--- src/rtl/tile_dispatcher.sv ---
// tile_dispatcher: walks a square IMG_SIZE x IMG_SIZE image in overlapping
// 6x6 tiles (origin step 4), hands each tile to an external engine and
// writes the returned 4x4 result into an (IMG_SIZE-2)-wide output image.
// Optional watchdog on the engine: define TILE_DISPATCHER_TIMEOUT_EN.
//
// state  | meaning
// IDLE   | waiting for start
// FETCH  | reading the 36 words of the current tile
// LAUNCH | one-cycle tile_start pulse
// WAIT   | waiting for tile_done (or watchdog expiry)
// WRITE  | writing the 16 result words
// DONE   | one-cycle completion pulse
module tile_dispatcher #(
  parameter int IMG_SIZE       = 10,
  parameter int ADDR_W         = 16,
  parameter int TIMEOUT_CYCLES = 1024
) (
  input  logic                     clk,
  input  logic                     rst,
  input  logic                     start,
  output logic                     busy,
  output logic                     done,
  output logic                     err,
  output logic                     img_rd_en,
  output logic [ADDR_W-1:0]        img_rd_addr,
  input  logic [31:0]              img_rd_data,
  output logic                     tile_start,
  output logic [0:5][0:5][31:0]    tile_out,
  input  logic                     tile_done,
  input  logic [0:3][0:3][31:0]    tile_result,
  output logic                     res_wr_en,
  output logic [ADDR_W-1:0]        res_wr_addr,
  output logic [31:0]              res_wr_data
);

  localparam logic [ADDR_W-1:0] LAST_ORG = ADDR_W'(IMG_SIZE - 6);
  localparam logic [ADDR_W-1:0] IN_W     = ADDR_W'(IMG_SIZE);
  localparam logic [ADDR_W-1:0] OUT_W    = ADDR_W'(IMG_SIZE - 2);

  typedef enum logic [2:0] {IDLE, FETCH, LAUNCH, WAIT, WRITE, DONE} state_t;

  state_t                  state, state_nxt;
  logic [5:0]              fcnt;
  logic [2:0]              frow, fcol;
  logic                    cap_vld;
  logic [2:0]              cap_row, cap_col;
  logic [3:0]              wcnt;
  logic [ADDR_W-1:0]       ty, tx;
  logic [0:3][0:3][31:0]   res_q;
  logic                    last_tile;
  logic                    wd_expire;

  assign last_tile = (ty == LAST_ORG) && (tx == LAST_ORG);

`ifdef TILE_DISPATCHER_TIMEOUT_EN
  localparam int TW = $clog2(TIMEOUT_CYCLES + 1);
  logic [TW-1:0] wd_cnt;
  logic          err_q;

  assign wd_expire = (state == WAIT) && (wd_cnt == TW'(TIMEOUT_CYCLES - 1));
  assign err       = err_q;

  // Watchdog: counts WAIT cycles from zero on each entry; expiry is sticky in err.
  always_ff @(posedge clk or posedge rst) begin
    if (rst) begin
      wd_cnt <= '0;
      err_q  <= 1'b0;
    end else begin
      if (state == IDLE && start)
        err_q <= 1'b0;
      if (state != WAIT)
        wd_cnt <= '0;
      else
        wd_cnt <= wd_cnt + 1'b1;
      if (state == WAIT && !tile_done && wd_expire)
        err_q <= 1'b1;
    end
  end
`else
  assign wd_expire = 1'b0;
  assign err       = 1'b0;
`endif

  // State register.
  always_ff @(posedge clk or posedge rst) begin
    if (rst) state <= IDLE;
    else     state <= state_nxt;
  end

  // Next state and all per-cycle outputs; addresses/data read as 0 when idle.
  always_comb begin
    state_nxt   = state;
    busy        = 1'b0;
    done        = 1'b0;
    img_rd_en   = 1'b0;
    img_rd_addr = '0;
    tile_start  = 1'b0;
    res_wr_en   = 1'b0;
    res_wr_addr = '0;
    res_wr_data = '0;
    case (state)
      IDLE: begin
        if (start) state_nxt = FETCH;
      end
      FETCH: begin
        busy = 1'b1;
        if (fcnt < 6'd36) begin
          img_rd_en   = 1'b1;
          img_rd_addr = (ty + ADDR_W'(frow)) * IN_W + tx + ADDR_W'(fcol);
        end else begin
          state_nxt = LAUNCH;
        end
      end
      LAUNCH: begin
        busy       = 1'b1;
        tile_start = 1'b1;
        state_nxt  = WAIT;
      end
      WAIT: begin
        busy = 1'b1;
        if (tile_done)      state_nxt = WRITE;
        else if (wd_expire) state_nxt = DONE;
      end
      WRITE: begin
        busy        = 1'b1;
        res_wr_en   = 1'b1;
        res_wr_addr = (ty + ADDR_W'(wcnt[3:2])) * OUT_W + tx + ADDR_W'(wcnt[1:0]);
        res_wr_data = res_q[wcnt[3:2]][wcnt[1:0]];
        if (wcnt == 4'd15) state_nxt = last_tile ? DONE : FETCH;
      end
      DONE: begin
        done      = 1'b1;
        state_nxt = IDLE;
      end
      default: state_nxt = IDLE;
    endcase
  end

  // Datapath: fetch/write counters, tile origin, captured tile and latched result.
  always_ff @(posedge clk or posedge rst) begin
    if (rst) begin
      fcnt     <= '0;
      frow     <= '0;
      fcol     <= '0;
      cap_vld  <= 1'b0;
      cap_row  <= '0;
      cap_col  <= '0;
      wcnt     <= '0;
      ty       <= '0;
      tx       <= '0;
      res_q    <= '0;
      tile_out <= '0;
    end else begin
      // Read data returns one cycle after the request, so remember where it goes.
      cap_vld <= img_rd_en;
      cap_row <= frow;
      cap_col <= fcol;
      if (cap_vld)
        tile_out[cap_row][cap_col] <= img_rd_data;
      case (state)
        IDLE: begin
          fcnt <= '0;
          frow <= '0;
          fcol <= '0;
          ty   <= '0;
          tx   <= '0;
        end
        FETCH: begin
          if (fcnt < 6'd36) begin
            fcnt <= fcnt + 1'b1;
            if (fcol == 3'd5) begin
              fcol <= '0;
              frow <= frow + 1'b1;
            end else begin
              fcol <= fcol + 1'b1;
            end
          end
        end
        LAUNCH: begin
          fcnt <= '0;
          frow <= '0;
          fcol <= '0;
          wcnt <= '0;
        end
        WAIT: begin
          wcnt <= '0;
          if (tile_done) res_q <= tile_result;
        end
        WRITE: begin
          wcnt <= wcnt + 1'b1;
          if (wcnt == 4'd15 && !last_tile) begin
            if (tx == LAST_ORG) begin
              tx <= '0;
              ty <= ty + ADDR_W'(4);
            end else begin
              tx <= tx + ADDR_W'(4);
            end
          end
        end
        DONE: begin
          ty <= '0;
          tx <= '0;
        end
        default: ;
      endcase
    end
  end

endmodule
--- config.mk ---
export PLATFORM = sky130hd
export DESIGN_NAME = tile_dispatcher
export DESIGN_NICKNAME = d
export VERILOG_FILES = /design/src/rtl/tile_dispatcher.sv
export SDC_FILE = /design/constraint.sdc
export NUM_CORES = 2
export LEC_CHECK = 0
export CORE_AREA = 2 2 698 700
export DETAILED_ROUTE_END_ITERATION = 8
export DIE_AREA = 0 0 700 702
export PLACE_DENSITY = 0.42
export SLEW_MARGIN = 25
export SYNTH_ARGS = -nofsm -noshare
export SYNTH_HDL_FRONTEND = slang
export SYNTH_SLANG_ARGS = --single-unit
--- constraint.sdc ---
create_clock -name clk -period 56.1 [get_ports clk]
set_input_delay 5.61 -clock clk [delete_from_list [all_inputs] [get_ports clk]]
set_output_delay 5.61 -clock clk [all_outputs]
set_load 0.01 [all_outputs]
* Word level (Yosys, flattened, before mapping) *
Index checks and enable logic that the tools add are counted.

word-level totals
  output and inout bits = 1222
  bits in registers = 1722
  logic and storage cells = 164
  input port bits = 548

operators by class
  multipliers = 1
  mux-type cells = 42
  add/sub/neg operators = 12
  $lt $le $gt $ge = 7
  bitwise gates (word level) = 4
  reductions and logical operators = 19
  eq/ne operators = 17

operators with widths
  kind                                                       count
  bitwise mux 1152 bit                                       1
  demux 192 bit (select 3 bit)                               1
  binary-select mux 128 bit (select 2 bit)                   1
  2-to-1 mux 128 bit                                         2
  2-to-1 mux 192 bit                                         1
  2-to-1 mux 32 bit                                          4
  2-to-1 mux 16 bit                                          7
  demux 32 bit (select 3 bit)                                1
  binary-select mux 32 bit (select 2 bit)                    1
  one-hot mux 16 bit (2 select lines)                        2
  adder 16 bit                                               2
  adder 16 x 3 -> 16 bit                                     2
  adder 16 x 3 -> 16 bit (second input constant)             2
  equality test 16 x 3 -> 1 bit (second input constant)      2
  2-to-1 mux 3 bit                                           9
  adder 16 x 2 -> 16 bit                                     1
  multiplier 16 x 3 -> 15 bit (second input constant)        1
  != test 2 bit (second input constant)                      8
  one-hot mux 3 bit (5 select lines)                         1
  adder 13 x 2 -> 13 bit                                     1
  one-hot mux 3 bit (2 select lines)                         2
  one-hot mux 6 bit (2 select lines)                         1
  equality test 3 bit (second input constant)                3
  greater-or-equal comparator 4 bit (second input constant)  2
  other kinds (23)                                           44

* Logic depth before layout (Yosys ltp) *
  word-level depth = 8
  gate-level depth with buffers = 20

* Least setup slack after synthesis *
OpenSTA, ideal clock, no wires.

  path kind = reg2out
  start point = register ty[2]
  end point = output port img_rd_addr[15]
  required time = 50490 ps
  stages on the path, launching flop included = 18
  setup slack = 45980 ps
  arrival = 4510 ps
  path through = dfrtp_1 ha_1 nand2_1 xnor2_1 ha_1 fa_1 a21o_1 a21oi_1 nor2b_1 o21a_1 o41ai_2 or4b_2 o211ai_1 ha_1 ha_1 a21oi_1 xnor2_1 mux2i_1

between the ends
  word-level cells in the longest chain between the ends = 6

RTL lines
  what                         RTL line  RTL
  start: declaration           48        logic [ADDR_W-1:0] ty, tx;
  start signal: assignment     194       ty <= ty + ADDR_W'(4);
  adder 16 x 3 -> 16 bit       109       img_rd_addr = (ty + ADDR_W'(frow)) * IN_W + tx + ADDR_W'(fcol);
  multiplier 16 x 3 -> 15 bit  109
  adder 16 bit                 109
  adder 16 x 3 -> 16 bit       109
  2-to-1 mux 16 bit            107       if (fcnt < 6'd36) begin
  2-to-1 mux 16 bit            101       case (state)
  end: declaration             25        output logic [ADDR_W-1:0] img_rd_addr,

Every way passes these cells.

* Worst setup path after layout *
Same ends and word-level chain as after synthesis.

==> flow_summary.toml <==
[floorplanning]
die_y_um = 702
fp.coreArea_sq_um = 484300
die_area_sq_um = 491400
ios = 1770
row_count = 256
die_x_um = 700
initial_core_util = 0.1457

[clock_tree]
htree_levels = 4
cts.reportedPaths.clkPinSlew_ns = 0.06
ctsHoldBuffers = 0
cts_root_buf = "clkbuf_16"
clk_latency_ns = 0.90
cts.sinks = 1718
cts_tree = "built"
cts_max_path_buffers = 4
cts_setup_buffers = 0
cts_resized = 0
cts_inserted_buffers = 212

[final_layout]
fill_cells = 51592
drive_gt1_frac = 0.3699
nets = 6836
area_growth_pct = 46.78

[power]
p_per_area_nw_per_um2 = 39.88
totalPowerFinal_uw = 4129
p_comb_frac = 0.238
power.leakage_uw = 0.04121
clkPwrFrac = 0.352
power_frac_seq = 0.410
vdd.ir_drop.worst_v = 0.00002566
swShare = 0.2948
switchingPower_uw = 1217
intPower_uw = 2912

[status]
outcome = "finished, final reports clean"

[timing]
rsz0062_at_grt = "no"
drv_slew = 0
fmax_ghz = 0.08310
tightest_slew_ns = 1.070
clock_skew_ns = 0.05794
fin_crit_ns = 12.03
slew_headroom = 0.2870
holdWs_ns = 0.4258
min_period_over_period = 0.2145
setup_viol = 0
timing_hold_violations_final = 0
tns_ns = 0

[routing]
drc_errors = 0
wirelength_um = 353900
wl_per_cell_um = 27.47
vias = 46680
firstDrtPassIters = 5
drtIter0Drc = 2425
drtAntennaViolNets = 0
vias_per_cell = 3.623

[setup_path]
cp-start-kind = "flop"
path_class = "flop to output pin"
worst-endpoint-arrival_ns = 6.42
worstPathMaxFanout = 7
cp.required_ns = 50.49
endpoint_kind = "output pin"
reg2reg_depth = 6
r2r_start = "state[0]$_DFFE_PP0P_"
reg2reg_slack_ns = 51.50
crit_end = "img_rd_addr[15]"
rr_endpoint = "res_q[216]$_DFFE_PP0P_"
critPathLaunch = "ty[2]$_DFFE_PP0P_"

[grt]
grtUsageTotal = 0.1387
grt_overflow = 0
grt_pass1_wl_um = 465200
antenna_found_initial = 121
grt_max_degree = 162
grt_pass1_vias = 49462

[logic_synthesis]
synth_flop_cell = "dfrtp_1"
synth_area_sq_um = 70550
synth-seq-cells = 1718
syn_inst = 4467
ys_seq_area_frac = 0.6094
synth_edf_count = 0
async_flop_share = 1.000
syn_area_per_cell_sq_um = 15.79
ys_types = 59
yosys_warnings = 0

[placed_design]
port_buffers = 1768
hpwl_um = 263300
gp_congestion = 0.8224

[worst_hold_path]
hp-class = "flop to flop"

[job]
cap_violations = 0
==> kinds of logic after synthesis <==
logic type | count (synthesis) | synth area share
compound gates | 108 | 0.01002
xor+xnor | 69 | 0.008567
buf+inv | 357 | 0.01928
fa+ha+maj | 73 | 0.01327
mux | 1827 | 0.3171
simple gates | 314 | 0.02228
flops | 1718 | 0.6094
other cells | 1 | 0.00005316
==> layer usage <==
metal	up-vias	part of all wire	track usage
met5	-	0.0016	0
met4	84	0.028	0.03599
met3	469	0.070	0.03836
met2	1706	0.52	0.2521
met1	24801	0.38	0.1588
li1	19620	-	-
==> layout by cell type (no fill, tap or decap), types with 26 or more instances in the layout <==
cell type	netlist	routed
nor2_1	90	80
xor2_1	30	30
mux2_2	1662	1662
mux4_2	160	160
buf_4	1	106
and2_1	42	42
dfrtp_1	1718	1714
xnor2_1	39	39
nand3_1	27	26
clkbuf_16	0	213
clkbuf_8	0	47
diode_2	0	53
nand2_1	56	34
clkinv_2	0	40
clkdlybuf4s50_1	0	1736
clkbuf_1	246	34
ha_1	70	70
a21oi_1	31	31
==> critical path: stages, from the launching register on <==
cell             delay (ns)
dfrtp_1                0.49
ha_1                   0.30
nand2_1                0.14
nor2_1                 0.39
xor2_1                 0.26
ha_1                   0.28
ha_1                   0.34
a21oi_1                0.21
nor2b_1                0.08
o21a_1                 0.19
o41ai_2                0.38
or4b_2                 0.62
o211ai_1               0.12
ha_1                   0.27
ha_1                   0.33
a21oi_1                0.19
xnor2_1                0.16
mux2i_1                0.20
clkdlybuf4s50_1        0.60
==> worst min-delay path by stage <==
stage,start,slack (ns),end,depth (start not counted)
finish,fcol[0]$_DFFE_PP0P_,0.43,cap_col[0]$_DFF_PP0_,0
global route,fcol[0]$_DFFE_PP0P_,0.44,cap_col[0]$_DFF_PP0_,0
CTS,fcol[0]$_DFFE_PP0P_,0.43,cap_col[0]$_DFF_PP0_,0
detailed placement,fcol[0]$_DFFE_PP0P_,0.41,cap_col[0]$_DFF_PP0_,0
global placement,fcol[0]$_DFFE_PP0P_,0.41,cap_col[0]$_DFF_PP0_,0
floorplan,fcol[0]$_DFFE_PP0P_,0.39,cap_col[0]$_DFF_PP0_,0
==> registers in the layout, summed over array words and instances (netlist names) <==
name      flops
state         3
fcol          3
fcnt          6
cap_col       3
frow          3
tile_out   1152
res_q       512
cap_row       3
wcnt          4
tx           14
cap_vld       1
ty           14
==> metrics by stage <==
step / utilization / worst slack (ns) / instance area (sq um) / std cells
2_1_floorplan: - / 1.997 / 70550 / 4468
3_3_place_gp: 0.1982 / 43.43 / 95980 / 12448
3_5_place_dp: 0.1983 / 43.28 / 96050 / 12451
4_1_cts: 0.2135 / 43.83 / 103400 / 12833
5_1_grt: 0.2136 / 43.52 / 103400 / 12844
6_report: 0.2138 / 44.07 / 103500 / 12886
==> power groups by stage <==
stage	clock network (uW)	logic (uW)	registers, uW
floorplan	0	506	1680
global placement	0	994	1710
detailed placement	0	1010	1720
CTS	1510	1010	1700
global route	1560	1050	1730
finish	1450	982	1690
==> final cells by class <==
| class | instances | area [sq um] | share of cell area |
|---|---|---|---|
| well taps | 6450 | 8070 | 0.07794 |
| diodes | 53 | 132.6 | 0.001281 |
| flip-flops and latches | 1718 | 43010 | 0.4153 |
| clock inverters | 88 | 1232 | 0.01190 |
| inverters | 19 | 78.83 | 0.0007612 |
| repair buffers | 1871 | 18510 | 0.1787 |
| multi-input cells | 2393 | 26420 | 0.2551 |
| clock buffers | 294 | 6105 | 0.05895 |
==> cells in the mapped netlist (26+ instances only) <==
library cell | instances | area, sq um
a21oi_1 | 31 | 155.2
and2_1 | 42 | 262.8
buf_1 | 78 | 292.8
clkbuf_1 | 246 | 923.4
dfrtp_1 | 1718 | 42990
ha_1 | 70 | 875.8
mux2_2 | 1662 | 18720
mux4_2 | 160 | 3603
nand2_1 | 56 | 210.2
nand3_1 | 27 | 135.1
nor2_1 | 90 | 337.8
nor3_1 | 26 | 130.1
xnor2_1 | 39 | 341.6
xor2_1 | 30 | 262.8
Power figures use the tool's default switching activity.
